### config.mk
export PLATFORM = sky130hd
export DESIGN_NAME = hazard_stall_ctrl
export DESIGN_NICKNAME = d
export VERILOG_FILES = /design/src/rtl/hazard_stall_ctrl.sv
export SDC_FILE = /design/constraint.sdc
export NUM_CORES = 1
export LEC_CHECK = 0
export BUFFER_PORTS_ARGS = -buffer_cell sky130_fd_sc_hd__buf_4
export CAP_MARGIN = 20
export CORE_MARGIN = 4
export CORE_UTILIZATION = 30
export CTS_CLUSTER_SIZE = 14
export DETAILED_ROUTE_END_ITERATION = 7
export GPL_TIMING_DRIVEN = 0
export PLACE_DENSITY = 0.63
export SYNTH_ARGS = -nofsm -noshare
export SYNTH_HDL_FRONTEND = slang
export SYNTH_SLANG_ARGS = --single-unit
### constraint.sdc
create_clock -name clk -period 2.27 [get_ports clk]
set_clock_uncertainty 0.2 [all_clocks]
set_input_delay 0.227 -clock clk [delete_from_list [all_inputs] [get_ports clk]]
set_output_delay 0.227 -clock clk [all_outputs]
set_load 0.02 [all_outputs]
### src/rtl/hazard_stall_ctrl.sv
// rtl/hazard_stall_ctrl.sv - F/D stall, E bubble and MDU busy control for the five-stage pipeline.
// Optional stall statistics counter built only when STALL_STAT_EN is defined.
module hazard_stall_ctrl #(
    parameter int MULT_CYCLES = 5,
    parameter int DIV_CYCLES  = 10
) (
    input  logic        clk,
    input  logic        reset,
    input  logic [4:0]  D_rs,
    input  logic [4:0]  D_rt,
    input  logic [1:0]  D_Tuse_rs,
    input  logic [1:0]  D_Tuse_rt,
    input  logic [4:0]  E_A3,
    input  logic [1:0]  E_Tnew,
    input  logic [4:0]  M_A3,
    input  logic [1:0]  M_Tnew,
    input  logic        D_md,
    input  logic        E_start,
    input  logic        E_is_div,
    output logic        stall,
    output logic        F_WE,
    output logic        D_WE,
    output logic        E_Flush,
    output logic        M_WE,
    output logic        W_WE,
    output logic        M_Flush,
    output logic        W_Flush,
    output logic        md_busy
`ifdef STALL_STAT_EN
    ,
    output logic [31:0] stall_cnt
`endif
);

    localparam logic [3:0] LP_MULT = 4'(MULT_CYCLES);
    localparam logic [3:0] LP_DIV  = 4'(DIV_CYCLES);

    typedef enum logic {ST_IDLE, ST_BUSY} state_t;

    state_t     r_state;
    state_t     w_state_next;
    logic [3:0] r_cnt;
    logic [3:0] w_cnt_next;
    logic       w_rs_stall;
    logic       w_rt_stall;
    logic       w_data_stall;
    logic       w_md_stall;
    logic       w_stall;

    // Tuse of 3 marks an operand the D instruction never reads; $0 is never a real dependence.
    assign w_rs_stall = (D_rs != 5'd0) && (D_Tuse_rs != 2'd3) &&
                        (((D_rs == E_A3) && (D_Tuse_rs < E_Tnew)) ||
                         ((D_rs == M_A3) && (D_Tuse_rs < M_Tnew)));
    assign w_rt_stall = (D_rt != 5'd0) && (D_Tuse_rt != 2'd3) &&
                        (((D_rt == E_A3) && (D_Tuse_rt < E_Tnew)) ||
                         ((D_rt == M_A3) && (D_Tuse_rt < M_Tnew)));
    assign w_data_stall = w_rs_stall | w_rt_stall;

    always_comb begin
        w_cnt_next   = r_cnt;
        w_state_next = r_state;
        if (E_start) begin
            w_cnt_next = E_is_div ? LP_DIV : LP_MULT;
        end else if (r_state == ST_BUSY) begin
            w_cnt_next = r_cnt - 4'd1;
        end
        w_state_next = (w_cnt_next != 4'd0) ? ST_BUSY : ST_IDLE;
    end

    always_ff @(posedge clk) begin
        if (reset) begin
            r_cnt   <= 4'd0;
            r_state <= ST_IDLE;
        end else begin
            r_cnt   <= w_cnt_next;
            r_state <= w_state_next;
        end
    end

    assign md_busy    = (r_state == ST_BUSY);
    // An issuing mult/div in E already blocks the MDU instruction behind it.
    assign w_md_stall = D_md & (md_busy | E_start);
    assign w_stall    = ~reset & (w_data_stall | w_md_stall);

    assign stall   = w_stall;
    assign F_WE    = ~w_stall;
    assign D_WE    = ~w_stall;
    assign E_Flush = w_stall;
    assign M_WE    = 1'b1;
    assign W_WE    = 1'b1;
    assign M_Flush = 1'b0;
    assign W_Flush = 1'b0;

`ifdef STALL_STAT_EN
    logic [31:0] r_stall_cnt;

    always_ff @(posedge clk) begin
        if (reset) begin
            r_stall_cnt <= 32'd0;
        end else if (w_stall && (r_stall_cnt != 32'hFFFF_FFFF)) begin
            r_stall_cnt <= r_stall_cnt + 32'd1;
        end
    end

    assign stall_cnt = r_stall_cnt;
`endif

endmodule

After elaboration in Yosys (flattened, before gate mapping) --
Index checks and enable logic that the tools add are counted.
Storage, ports and cells: bits in registers 5, input port bits 33, output and inout port bits 9, logic and storage cells 37
Cells by class: add/sub/neg operators 1, $lt $le $gt $ge 4, eq/ne operators 6, multiplexer cells 4, bitwise logic cells 7, reduce and logical (&&, ||, !) cells 13
Operator list (number):
- $eq A5 B5 Y1 | 4
- $mux W4 | 3
- $reduce_bool A5 Y1 | 2
- $logic_and A1 B1 Y1 | 8
- $lt A2 B2 Y1 | 4
- $ne A2 B2 Y1 const B | 2
- $reduce_bool A4 Y1 | 1
- $sub A4 B1 Y4 const B | 1
- $or A1 B1 Y1 | 3
- $and A1 B1 Y1 | 2
- $logic_or A1 B1 Y1 | 2
- $not A1 Y1 | 2
- $mux W1 | 1

Depth between registers and ports, before layout --
depth after elaboration 8, depth in mapped cells 7, depth with buffers taken out 6

Worst setup path before layout --
Ideal clock, no wire load.
path kind input to output, from input D_rt[1], to output F_WE, arrival 1727 ps, data required time 1843 ps, slack 116 ps, stages 5, path buffers 1, cells stage by stage or4_1 -> o21ai_1 -> a21oi_1 -> nor3_1 -> buf_4
Between the ends: longest elaborated chain between the ends 8
Ends and longest elaborated chain:
- from (decl) | RTL line 10 | input logic [4:0] D_rt,
- $eq A5 B5 Y1 (on tied branches) | RTL line 55, 56
- $logic_and A1 B1 Y1 (on tied branches) | RTL line 55, 56
- $logic_or A1 B1 Y1 | RTL line 55 | (((D_rt == E_A3) && (D_Tuse_rt < E_Tnew)) ||
- $logic_and A1 B1 Y1 * | RTL line 54 | assign w_rt_stall = (D_rt != 5'd0) && (D_Tuse_rt != 2'd3) &&
- $or A1 B1 Y1 * | RTL line 57 | assign w_data_stall = w_rs_stall | w_rt_stall;
- $or A1 B1 Y1 * | RTL line 83 | assign w_stall = ~reset & (w_data_stall | w_md_stall);
- $and A1 B1 Y1 * | RTL line 83
- $not A1 Y1 *
- to (decl) | RTL line 21 | output logic F_WE,
Every way passes the cells marked *; elsewhere a longest branch is shown, timed or not.

Worst setup path in the final report --
from input D_rt[1], to output stall
Between the ends: longest elaborated chain between the ends 7
Ends and longest elaborated chain:
- $eq A5 B5 Y1 (on tied branches) | RTL line 55, 56
- $logic_and A1 B1 Y1 (on tied branches) | RTL line 55, 56
- $logic_or A1 B1 Y1 | RTL line 55
- $logic_and A1 B1 Y1 * | RTL line 54
- $or A1 B1 Y1 * | RTL line 57
- $or A1 B1 Y1 * | RTL line 83
- $and A1 B1 Y1 * | RTL line 83
- to (decl) | RTL line 20 | output logic stall,
Marked as above.

==> impl_metrics.json <==
{
  "clock_sink_count": 5,
  "path_cells": "buf_4, or4_1, o21ai_1, a21oi_1, or3_1, buf_4, buf_4",
  "met3_length_um": 90,
  "final_critical_path_share_of_the_clock_period_pct": 94.53,
  "final-hold-violation-count": 0,
  "critical-path-max-stage-delay_ns": 0.51,
  "timing.setup.tns_ns": 0,
  "rsz0062_at_grt": "no",
  "route.antenna.remaining_nets": 0,
  "yosysWarnings": 0,
  "diode_insertion_count_for_antenna_repair": 0,
  "routedWlPerCell_um": 12.11,
  "share_of_the_synthesized_area_in_compound_gates_ao_oa_aoi_oai_pct": 15.03,
  "clock_path_buffers": 2,
  "timing.final.crit_period_ns": 2.146,
  "synth_seq_area_share_pct": 14.84,
  "yosys.area_share.adder_pct": 9.276,
  "detailedPlacementHpwl_mm": 1.727,
  "post_synth_mux_area_share_pct": 0,
  "grt.overflow.total": 0,
  "total_power_uw": 389.5,
  "first_iter_violations": 7,
  "yosys.area_share.xor_xnor_pct": 29.87,
  "route.detailed.drc": 0,
  "synth-seq-cells": 5,
  "initial_core_util_pct": 33.03,
  "via_density_per_instance": 4.538,
  "drt-pass1-iter-count": 4,
  "placement.io_buffers": 37,
  "post_synth_inst_count": 90,
  "max-cap-violations": 0,
  "first_global_vias": 704,
  "routed_wirelength_mm": 1.937,
  "highest_layer": "met3",
  "synth_area_per_cell_um2": 7.493,
  "placement_rows": 16,
  "cts-buffers-inserted": 3,
  "bufs_and_invs_on_worst_path": 3,
  "status": "finished, final reports clean",
  "hold_slack_ns": 0.02584,
  "drive_above_1_share_pct": 35.34,
  "layout-area-overhead-vs-synth_pct": 51.21,
  "timing_worst_setup_path_type": "primary input to output pin",
  "finalSetupViolations": 0,
  "final_max_slew_viol_count": 0,
  "min_path_type": "primary input to register",
  "startpoint_type": "primary input",
  "synth_top_family_by_area": "XOR/XNOR gates",
  "die_width_um": 55.41,
  "cellLeakagePower_nw": 0.4938,
  "met2_layer_wire_length_in_the_routed_design_um": 950,
  "post_cts_buffers": 0,
  "mappedNetlistArea_um2": 674.4,
  "distinct_cell_type_count_after_synthesis": 25,
  "timing.critical_path.max_delay_family": "simple AND/OR/NAND/NOR gates",
  "layoutNonFillerInstCount": 160,
  "grt_antenna_before_repair": 0,
  "nFillCells": 218,
  "tritoncts_clock_tree": "yes",
  "count_of_nets_after_finishing": 172,
  "grt_usage_pct": 12.41,
  "powerDensity_mw_per_mm2": 381.9,
  "pin_count_of_the_biggest_net_entering_global_routing": 9,
  "synth_simple_gate_area_share_pct": 18.55,
  "hold_buffers": 0,
  "die_area_mm2": 0.003070,
  "grt_pass1_wl_mm": 3.118,
  "clock_tree_root_driver_cell": "clkbuf_4",
  "place_congestion": 0.7891,
  "htreeDepth": 1,
  "finalCoreUtilization_pct": 49.94,
  "detailroute.via_count": 726,
  "cp.required_ns": 1.84,
  "clkLatencyLatePin_ns": 0.24,
  "core_mm2": 0.002042,
  "critical_path.most_common_cell": "buf_4",
  "die_h_um": 55.41,
  "ioPinCount": 42,
  "postCtsResizedCells": 0,
  "max-vdd-ir-drop_uv": 230.2,
  "slowest_cell_on_the_critical_path": "or4_1",
  "end_kind": "output pin",
  "max_clock_freq_mhz": 466.0,
  "crit_arrival_ns": 1.72,
  "detail_route.wirelength.met1_um": 897,
  "critPathMaxFanout": 3,
  "numPlacedInstances": 156,
  "cts.clk_slew.worst_paths_ns": 0.05
}
==> worst paths after layout <==
| kind | from | end | slack [ns] | cells after the start |
|---|---|---|---|---|
| worst min-delay path | reset | md_busy | 0.03 | 2 |
| worst max register to register | md_busy | r_cnt[3] | 0.72 | 6 |
| worst min register to register | r_cnt[0] | r_cnt[0] | 0.40 | 2 |
| worst max-delay path | D_rt[1] | stall | 0.12 | 7 |
==> power breakdown <==
group          leakage, nW  internal [mW]  switching, mW
Combinational        0.437         0.0965         0.0894
Sequential          0.0417         0.0963        0.00631
Clock               0.0150         0.0663         0.0347
==> cell usage in the layout, fill, tap and decap left out, drive strengths merged <==
cell,n
or3,1
dfxtp,5
o21ai,6
o31ai,1
conb,4
nor2,7
nor3b,1
nor3,1
or4,2
nand3,3
a211oi,1
xor2,17
a21oi,8
nor4b,1
ha,5
inv,7
buf,44
a41oi,1
nand2,1
clkbuf,4
nand4,2
xnor2,6
a21o,1
nor4,4
==> layout make-up <==
cell class	count	area [um^2]	area share, %
sequential	5	100.1	9.816
tap	27	33.78	3.313
clock buffer	4	26.28	2.577
buffer	7	50.05	4.908
multi-input combinational	73	505.5	49.57
inverter	7	26.28	2.577
timing repair buffer	37	277.8	27.24
==> flip-flops by register name (all words and copies together) (netlist names) <==
| signal | cells |
|---|---|
| md_busy | 1 |
| r_cnt | 4 |
==> layer usage <==
metal	track usage [%]	up-vias
met3	2.331	0
met1	16.48	321
li1	-	388
met2	20.44	17
met5	0	-
met4	3.125	0
==> Yosys cell counts <==
master	count	share of area, %
xor2_1	17	22
a21oi_1	8	5.9
inv_1	7	3.9
nor2_1	7	3.9
buf_4	6	6.7
xnor2_1	6	7.8
dfxtp_1	5	15
ha_1	5	9.3
o21ai_0	5	3.7
nor4_1	4	3.7
nand3_1	3	2.2
conb_1	2	1.1
nand4_1	2	1.9
or4_1	2	2.2
a211oi_1	1	1.1
a21o_1	1	1.1
a41oi_1	1	1.3
buf_2	1	0.74
nand2_1	1	0.56
nor3_1	1	0.74
nor3b_1	1	1.1
nor4b_1	1	1.3
o21ai_1	1	0.74
o31ai_1	1	1.1
or3_1	1	0.93
==> cell families (layout without fill, tap and decap cells) <==
family,after synthesis,count (layout)
compound gates,18,18
xor+xnor,23,23
fa+ha+maj,5,5
buf+inv,14,55
flops,5,5
other cells,2,4
simple gates,23,23
==> through the flow <==
step                      worst slack (ns)  area, um^2
after global routing               0.04592        1020
after CTS                           0.1201        1020
final                               0.1241        1020
after floorplan                     0.1161       681.9
after global placement              0.1151       993.5
after detailed placement            0.1178       993.5
(Power assumes the default switching activity.)
